$ cat src/rtl/mem_stage_lsu_pkg.sv
// Shared types and constants for the MEM-stage load/store unit.
package mem_stage_lsu_pkg;

  localparam int unsigned XLEN       = 64;
  localparam int unsigned BEAT_BYTES = 8;

  typedef logic [XLEN-1:0] dw;

  typedef enum logic [1:0] {
    LSU_IDLE = 2'd0,
    LSU_REQ  = 2'd1,
    LSU_WAIT = 2'd2,
    LSU_DONE = 2'd3
  } lsu_state_t;

  localparam logic [2:0] F3_B  = 3'b000;
  localparam logic [2:0] F3_H  = 3'b001;
  localparam logic [2:0] F3_W  = 3'b010;
  localparam logic [2:0] F3_D  = 3'b011;
  localparam logic [2:0] F3_BU = 3'b100;
  localparam logic [2:0] F3_HU = 3'b101;
  localparam logic [2:0] F3_WU = 3'b110;

  // Byte mask of an access of 1/2/4/8 bytes, LSB-aligned.
  function automatic logic [7:0] size_mask(input logic [1:0] sz);
    case (sz)
      2'd0:    size_mask = 8'h01;
      2'd1:    size_mask = 8'h03;
      2'd2:    size_mask = 8'h0F;
      default: size_mask = 8'hFF;
    endcase
  endfunction

endpackage

$ cat src/rtl/mem_stage_lsu_load_align.sv
// Load data alignment: shifts the two-beat window down to the access
// offset, truncates to the access size and sign/zero extends.
module lsu_load_align
  import mem_stage_lsu_pkg::*;
(
  input  dw          rdata_lo,
  input  dw          rdata_hi,
  input  logic [2:0] offset,
  input  logic [2:0] funct3,
  output dw          data_c
);

  dw sh_c;
  assign sh_c = XLEN'({rdata_hi, rdata_lo} >> {offset, 3'b000});

  always_comb begin
    data_c = sh_c;
    case (funct3)
      F3_B:    data_c = {{56{sh_c[7]}},  sh_c[7:0]};
      F3_H:    data_c = {{48{sh_c[15]}}, sh_c[15:0]};
      F3_W:    data_c = {{32{sh_c[31]}}, sh_c[31:0]};
      F3_D:    data_c = sh_c;
      F3_BU:   data_c = {56'b0, sh_c[7:0]};
      F3_HU:   data_c = {48'b0, sh_c[15:0]};
      F3_WU:   data_c = {32'b0, sh_c[31:0]};
      default: data_c = sh_c;
    endcase
  end

endmodule

$ cat src/rtl/mem_stage_lsu.sv
// MEM-stage load/store unit: valid/ready data-memory requests, split
// accesses across 8-byte beats, load alignment and pipeline stall.
module mem_stage_lsu #(
  parameter int unsigned XLEN       = 64,
  parameter int unsigned BEAT_BYTES = 8
) (
  input  logic            clk,
  input  logic            rst,
  input  logic            mem_read_M,
  input  logic            mem_write_M,
  input  logic [2:0]      funct3_M,
  input  logic [XLEN-1:0] alu_out_M,
  input  logic [XLEN-1:0] rs2_data_M,
  input  logic [XLEN-1:0] current_pc_M,
  output logic            dmem_req_valid,
  input  logic            dmem_req_ready,
  output logic            dmem_req_we,
  output logic [XLEN-1:0] dmem_req_addr,
  output logic [XLEN-1:0] dmem_req_wdata,
  output logic [7:0]      dmem_req_strb,
  input  logic            dmem_rsp_valid,
  input  logic [XLEN-1:0] dmem_rsp_rdata,
  input  logic            dmem_rsp_err,
  output logic            lsu_stall,
  output logic            lsu_done,
  output logic [XLEN-1:0] load_data_M,
  output logic            lsu_fault,
  output logic [XLEN-1:0] fault_pc,
  output logic [XLEN-1:0] fault_addr
);

  import mem_stage_lsu_pkg::*;

  localparam logic [1:0] ST_IDLE = LSU_IDLE;
  localparam logic [1:0] ST_REQ  = LSU_REQ;
  localparam logic [1:0] ST_WAIT = LSU_WAIT;
  localparam logic [1:0] ST_DONE = LSU_DONE;

  logic [1:0]      state_q, state_d;
  logic            is_load_q, is_load_d;
  logic [2:0]      f3_q, f3_d;
  logic [XLEN-1:0] addr_q, addr_d;
  logic [XLEN-1:0] wdat_q, wdat_d;
  logic [XLEN-1:0] pc_q, pc_d;
  logic            beat2_q, beat2_d;
  logic [XLEN-1:0] rdata1_q, rdata1_d;
  logic [XLEN-1:0] load_data_q, load_data_d;
  logic            fault_q, fault_d;
  logic [XLEN-1:0] fault_pc_q, fault_pc_d;
  logic [XLEN-1:0] fault_addr_q, fault_addr_d;

  logic [2:0]        offset_c;
  logic [15:0]       strb16_c;
  logic              split_c;
  logic [2*XLEN-1:0] wide_c;
  logic [XLEN-1:0]   beat_addr_c;
  logic [XLEN-1:0]   align_lo_c, align_hi_c, align_c;
  logic              op_c, illegal_c;

  // Lane geometry of the captured access; upper strobe byte means a second beat.
  assign offset_c    = addr_q[2:0];
  assign strb16_c    = {8'b0, size_mask(f3_q[1:0])} << offset_c;
  assign split_c     = |strb16_c[15:8];
  assign wide_c      = {XLEN'(0), wdat_q} << {offset_c, 3'b000};
  assign beat_addr_c = {addr_q[XLEN-1:3], 3'b000} + (beat2_q ? XLEN'(BEAT_BYTES) : XLEN'(0));

  assign op_c      = mem_read_M | mem_write_M;
  assign illegal_c = mem_read_M ? (funct3_M == 3'b111) : funct3_M[2];

  // The final beat is the live response; beat 1 data is held when split.
  assign align_lo_c = beat2_q ? rdata1_q : dmem_rsp_rdata;
  assign align_hi_c = beat2_q ? dmem_rsp_rdata : XLEN'(0);

  lsu_load_align u_align (
    .rdata_lo (align_lo_c),
    .rdata_hi (align_hi_c),
    .offset   (offset_c),
    .funct3   (f3_q),
    .data_c   (align_c)
  );

  always_comb begin
    state_d      = state_q;
    is_load_d    = is_load_q;
    f3_d         = f3_q;
    addr_d       = addr_q;
    wdat_d       = wdat_q;
    pc_d         = pc_q;
    beat2_d      = beat2_q;
    rdata1_d     = rdata1_q;
    load_data_d  = load_data_q;
    fault_d      = 1'b0;
    fault_pc_d   = fault_pc_q;
    fault_addr_d = fault_addr_q;

    case (state_q)
      ST_IDLE: begin
        if (op_c) begin
          is_load_d = mem_read_M;
          f3_d      = funct3_M;
          addr_d    = alu_out_M;
          wdat_d    = rs2_data_M;
          pc_d      = current_pc_M;
          beat2_d   = 1'b0;
          if (illegal_c) begin
            state_d      = ST_DONE;
            fault_d      = 1'b1;
            fault_pc_d   = current_pc_M;
            fault_addr_d = alu_out_M;
            load_data_d  = '0;
          end else begin
            state_d = ST_REQ;
          end
        end
      end
      ST_REQ: begin
        if (dmem_req_ready) state_d = ST_WAIT;
      end
      ST_WAIT: begin
        if (dmem_rsp_valid) begin
          if (dmem_rsp_err) begin
            state_d      = ST_DONE;
            fault_d      = 1'b1;
            fault_pc_d   = pc_q;
            fault_addr_d = addr_q;
            load_data_d  = '0;
          end else if (split_c && !beat2_q) begin
            state_d  = ST_REQ;
            beat2_d  = 1'b1;
            rdata1_d = dmem_rsp_rdata;
          end else begin
            state_d     = ST_DONE;
            load_data_d = is_load_q ? align_c : XLEN'(0);
          end
        end
      end
      default: begin
        state_d = ST_IDLE;
      end
    endcase
  end

  always_ff @(posedge clk or posedge rst) begin
    if (rst) begin
      state_q      <= ST_IDLE;
      is_load_q    <= 1'b0;
      f3_q         <= '0;
      addr_q       <= '0;
      wdat_q       <= '0;
      pc_q         <= '0;
      beat2_q      <= 1'b0;
      rdata1_q     <= '0;
      load_data_q  <= '0;
      fault_q      <= 1'b0;
      fault_pc_q   <= '0;
      fault_addr_q <= '0;
    end else begin
      state_q      <= state_d;
      is_load_q    <= is_load_d;
      f3_q         <= f3_d;
      addr_q       <= addr_d;
      wdat_q       <= wdat_d;
      pc_q         <= pc_d;
      beat2_q      <= beat2_d;
      rdata1_q     <= rdata1_d;
      load_data_q  <= load_data_d;
      fault_q      <= fault_d;
      fault_pc_q   <= fault_pc_d;
      fault_addr_q <= fault_addr_d;
    end
  end

  // Request fields are pure decodes of held state, so they stay stable under backpressure.
  assign dmem_req_valid = (state_q == ST_REQ);
  assign dmem_req_we    = dmem_req_valid & ~is_load_q;
  assign dmem_req_addr  = dmem_req_valid ? beat_addr_c : XLEN'(0);
  assign dmem_req_wdata = !dmem_req_valid ? XLEN'(0) :
                          beat2_q ? wide_c[2*XLEN-1:XLEN] : wide_c[XLEN-1:0];
  assign dmem_req_strb  = !dmem_req_valid ? 8'h00 :
                          beat2_q ? strb16_c[15:8] : strb16_c[7:0];

  assign lsu_stall   = ~rst & ((state_q == ST_IDLE & op_c) | (state_q == ST_REQ) |
                               (state_q == ST_WAIT));
  assign lsu_done    = (state_q == ST_DONE);
  assign lsu_fault   = fault_q;
  assign load_data_M = load_data_q;
  assign fault_pc    = fault_pc_q;
  assign fault_addr  = fault_addr_q;

endmodule

$ cat config.mk
export PLATFORM = sky130hd
export DESIGN_NAME = mem_stage_lsu
export DESIGN_NICKNAME = d
export VERILOG_FILES = /design/src/rtl/mem_stage_lsu_pkg.sv /design/src/rtl/mem_stage_lsu_load_align.sv /design/src/rtl/mem_stage_lsu.sv
export SDC_FILE = /design/constraint.sdc
export NUM_CORES = 2
export LEC_CHECK = 0
export ABC_AREA = 1
export CAP_MARGIN = 20
export CELL_PAD_IN_SITES_DETAIL_PLACEMENT = 2
export CELL_PAD_IN_SITES_GLOBAL_PLACEMENT = 2
export CORE_UTILIZATION = 30
export DETAILED_ROUTE_END_ITERATION = 10
export GPL_TIMING_DRIVEN = 0
export PLACE_DENSITY = 0.93
export SETUP_SLACK_MARGIN = 0.3
export SLEW_MARGIN = 10
export SYNTH_ARGS = -nofsm -noshare
export SYNTH_HDL_FRONTEND = slang
export SYNTH_HIERARCHICAL = 1
export SYNTH_SLANG_ARGS = --single-unit
$ cat constraint.sdc
create_clock -name clk -period 30.3 [get_ports clk]
set_input_delay 6.06 -clock clk [delete_from_list [all_inputs] [get_ports clk]]
set_output_delay 6.06 -clock clk [all_outputs]
set_load 0.02 [all_outputs]
==> metrics.md <==
| Metric | Value |
|---|---|
| Count of TritonRoute iterations in the first routing pass | 8 |
| Final period utilization | roughly half |
| Clock latency at the later pin of the worst-skew pair | 0.74 ns |
| # setup viols final | 0 |
| CP Data Required Time | roughly 24 ns |
| Final setup TNS | 0 ns |
| PwrDens | between 100 and 150 nW/µm² |
| Highest-count cells in the layout ignoring fill and taps | sky130_fd_sc_hd__nand2_1, sky130_fd_sc_hd__clkdlybuf4s50_1, sky130_fd_sc_hd__o21ai_0 |
| Fraction of met1 tracks used by global routing | a little under half |
| Starting DRC count in detailed routing | slightly above 4000 |
| Layout Utilization | between 40% and 50% |
| Type of the worst setup path | in2out |
| Tightest slew margin relative to the limit | -28.54% |
| Leakage power of the design | ~17 nW |
| Cell count after placement | between 6000 and 7000 |
| Largest net degree at the start of global routing | between 100 and 150 |
| Hold_sp | rdata1_q[50]$_DFFE_PP0P_ |
| Maximum clock rate | ~67 MHz |
| Fraction of layout instances using a drive strength above 1 | under 10% |
| Max rail drop VDD | between 0.06 and 0.07 mV |
| Wire length of the first global-routing pass | around 300000 µm |
| Antenna violations before repair | 46 |
| Most common cell after layout, fill and taps aside | sky130_fd_sc_hd__nand2_1 |
| Met3 routing resource usage after global routing | 12.25% |
| Yosys synthesis warning count | 6 |
| Ports | 599 |
| GRT Resource Usage Total | between 40 and 50% |
| Clock net sink count | roughly 460 |
| Mean instance size in the synthesized netlist | roughly 6.5 µm² |
| Number of buffers between clock root and the deepest sink | 3 |
| Crit path buf inv count | 4 |
| Growth of design area from synthesis to finish | 35.07% |
| Critical-path cell with the highest stage delay | sky130_fd_sc_hd__clkdlybuf4s50_1 |
| Wirelength per Cell | between 30 and 40 µm |
| Non-filler cells, final | 6366 |
| Clock transition time at the flip-flop clock pins of the worst setup and hold paths | approximately 0.06 ns |
| Run status | complete, but fails checks |
| Synthesized cell area | approximately 28000 µm² |
| RR Startpoint | state_q[0]$_DFFE_PP0P_ |
| Endpoint type of the worst setup path | output port |
| Chain of cells forming the critical path | clkdlybuf4s50_1, inv_1, nand2_1, nand2_2, clkbuf_1, a31oi_1, clkdlybuf4s50_1 |
| Overall power of the completed layout | between 5 and 6 mW |
| Syn Inst Count | around 4400 |
| Met2 Usage GRT | approximately 69% |
| Max-slew violation total from the final report | 24 |
| Maximum fanout count along the critical path | 10 |
| Die area | between 90000 and 100000 µm² |
| Number of setup buffers added after CTS | 0 |
| Worst Hold Slack | between 0.4 and 0.5 ns |
| CTS H-tree lvls | 2 |
| Via count normalized by instance count | between 6 and 7 |
| Final Hold Vio Count | 0 |
| Remaining DRCs | 0 |
| Detailed-route via count | ~39000 |
| Class of the tightest hold or removal check | reg2reg |
| Height of the die | between 300 and 400 µm |
| Final global-route overflow total | 0 |
| Number of buffers created by CTS | between 50 and 60 |
| Most frequent cell on the critical path | sky130_fd_sc_hd__clkdlybuf4s50_1 |
| DIE WIDTH | slightly above 300 µm |
| Critical path data arrival time | just under 9 ns |
| Max-cap viol count | 5 |
| Kind of launch point of the worst setup path | input port |
| Final worst path period need | around 15 ns |
| Starting density of the core | a little under a third |
| Number of instances resized during post-cts repair | 0 |
| RSZ-0062 raised after global routing | no |
| Busiest layer in global routing | met2 |
| Hold buffers post-CTS | 0 |
| Routed Wire Length | 228900 µm |
| Final ANT Viol Nets | 0 |
| Maximum clock skew at final layout | 0.06694 ns |
| Core Region | a little over 90000 µm² |
| Crit path max-delay family | buffers and inverters |
| Filler cell count in the final layout | roughly 11000 |
| Final GP Congestion | about 1.0 |
| Violated checks | capacitance limit, slew limit |
| Number of global-route vias before repair | a little over 40000 |
| Layout net count | 5283 |
| TritonCTS clock tree | yes |
| Number of port buffers | 595 |
| DPL Wire Length | 149400 µm |
| Slew of the pin with the lowest slew margin | roughly 1.9 ns |
| Delay of the slowest critical-path stage | roughly 0.8 ns |
| Root buffer selected by CTS | sky130_fd_sc_hd__clkbuf_16 |
| Critical Path Source | mem_read_M |
| Number of standard-cell rows in the floorplan | approximately 110 |
routing by layer:
metal | up-vias | routed length, µm
li1 | 15270 | -
met1 | 19230 | 76930
met2 | 2929 | 99040
met3 | 1380 | 26390
met4 | 26 | 26020
met5 | - | 472
path summary, 6_finish.rpt:
check | end | slack [ns] | cells after the start
max reg2reg | pc_q[54]$_DFFE_PP0P_ | 26.13 | 6
max in group asynchronous | load_data_M[3]$_DFFE_PP0P_ | 22.26 | 5
min | rdata1_q[50]$_DFFE_PP0P_ | 0.48 | 2
min reg2reg | rdata1_q[50]$_DFFE_PP0P_ | 0.48 | 2
max | lsu_stall | 15.34 | 7
min in group asynchronous | fault_pc[39]$_DFFE_PP0P_ | 6.12 | 2
area by class of cell:
| type | instances | area, µm² | area share [%] |
|---|---|---|---|
| plain buffers | 286 | 1379 | 3.615 |
| diodes | 48 | 120.1 | 0.3149 |
| repair buffers | 600 | 6077 | 15.93 |
| flip-flops and latches | 456 | 11410 | 29.92 |
| well taps | 1254 | 1569 | 4.114 |
| multi-input cells | 3305 | 14290 | 37.47 |
| clock buffers | 74 | 1652 | 4.330 |
| clock inverters | 34 | 470.5 | 1.234 |
| inverters | 309 | 1170 | 3.067 |
power by group:
part	leakage (nW)	total, mW	switching (mW)	internal (mW)
sequential	5.58	1.17	0.297	0.878
combinational	10.5	3.40	2.53	0.866
clock	1.04	0.836	0.372	0.464
total	17.1	5.41	3.20	2.21
worst register-to-register path: cells and delay by family (launching register included):
kind | cells | cell delay, ns
AO/OA/AOI/OAI | 1 | 0.85
buffers and inverters | 3 | 2.03
flip-flops | 1 | 0.46
AND/OR/NAND/NOR | 2 | 0.43
flip-flops by register name (all words and copies together) (netlist names):
register and count:
rdata1_q 64, wdat_q 64, beat2_q 1, fault_addr 64
f3_q 3, addr_q 64, pc_q 64, load_data_M 64
lsu_fault 1, is_load_q 1, state_q 2, fault_pc 64
per-stage QoR:
step | setup slack [ns] | cell area (µm²)
after floorplan | 11.53 | 28240
after global placement | 5.035 | 35770
after detailed placement | 15.72 | 35900
after CTS | 15.56 | 38020
after global routing | 15.47 | 38120
final | 15.34 | 38140
Power figures use the tool's default switching activity.
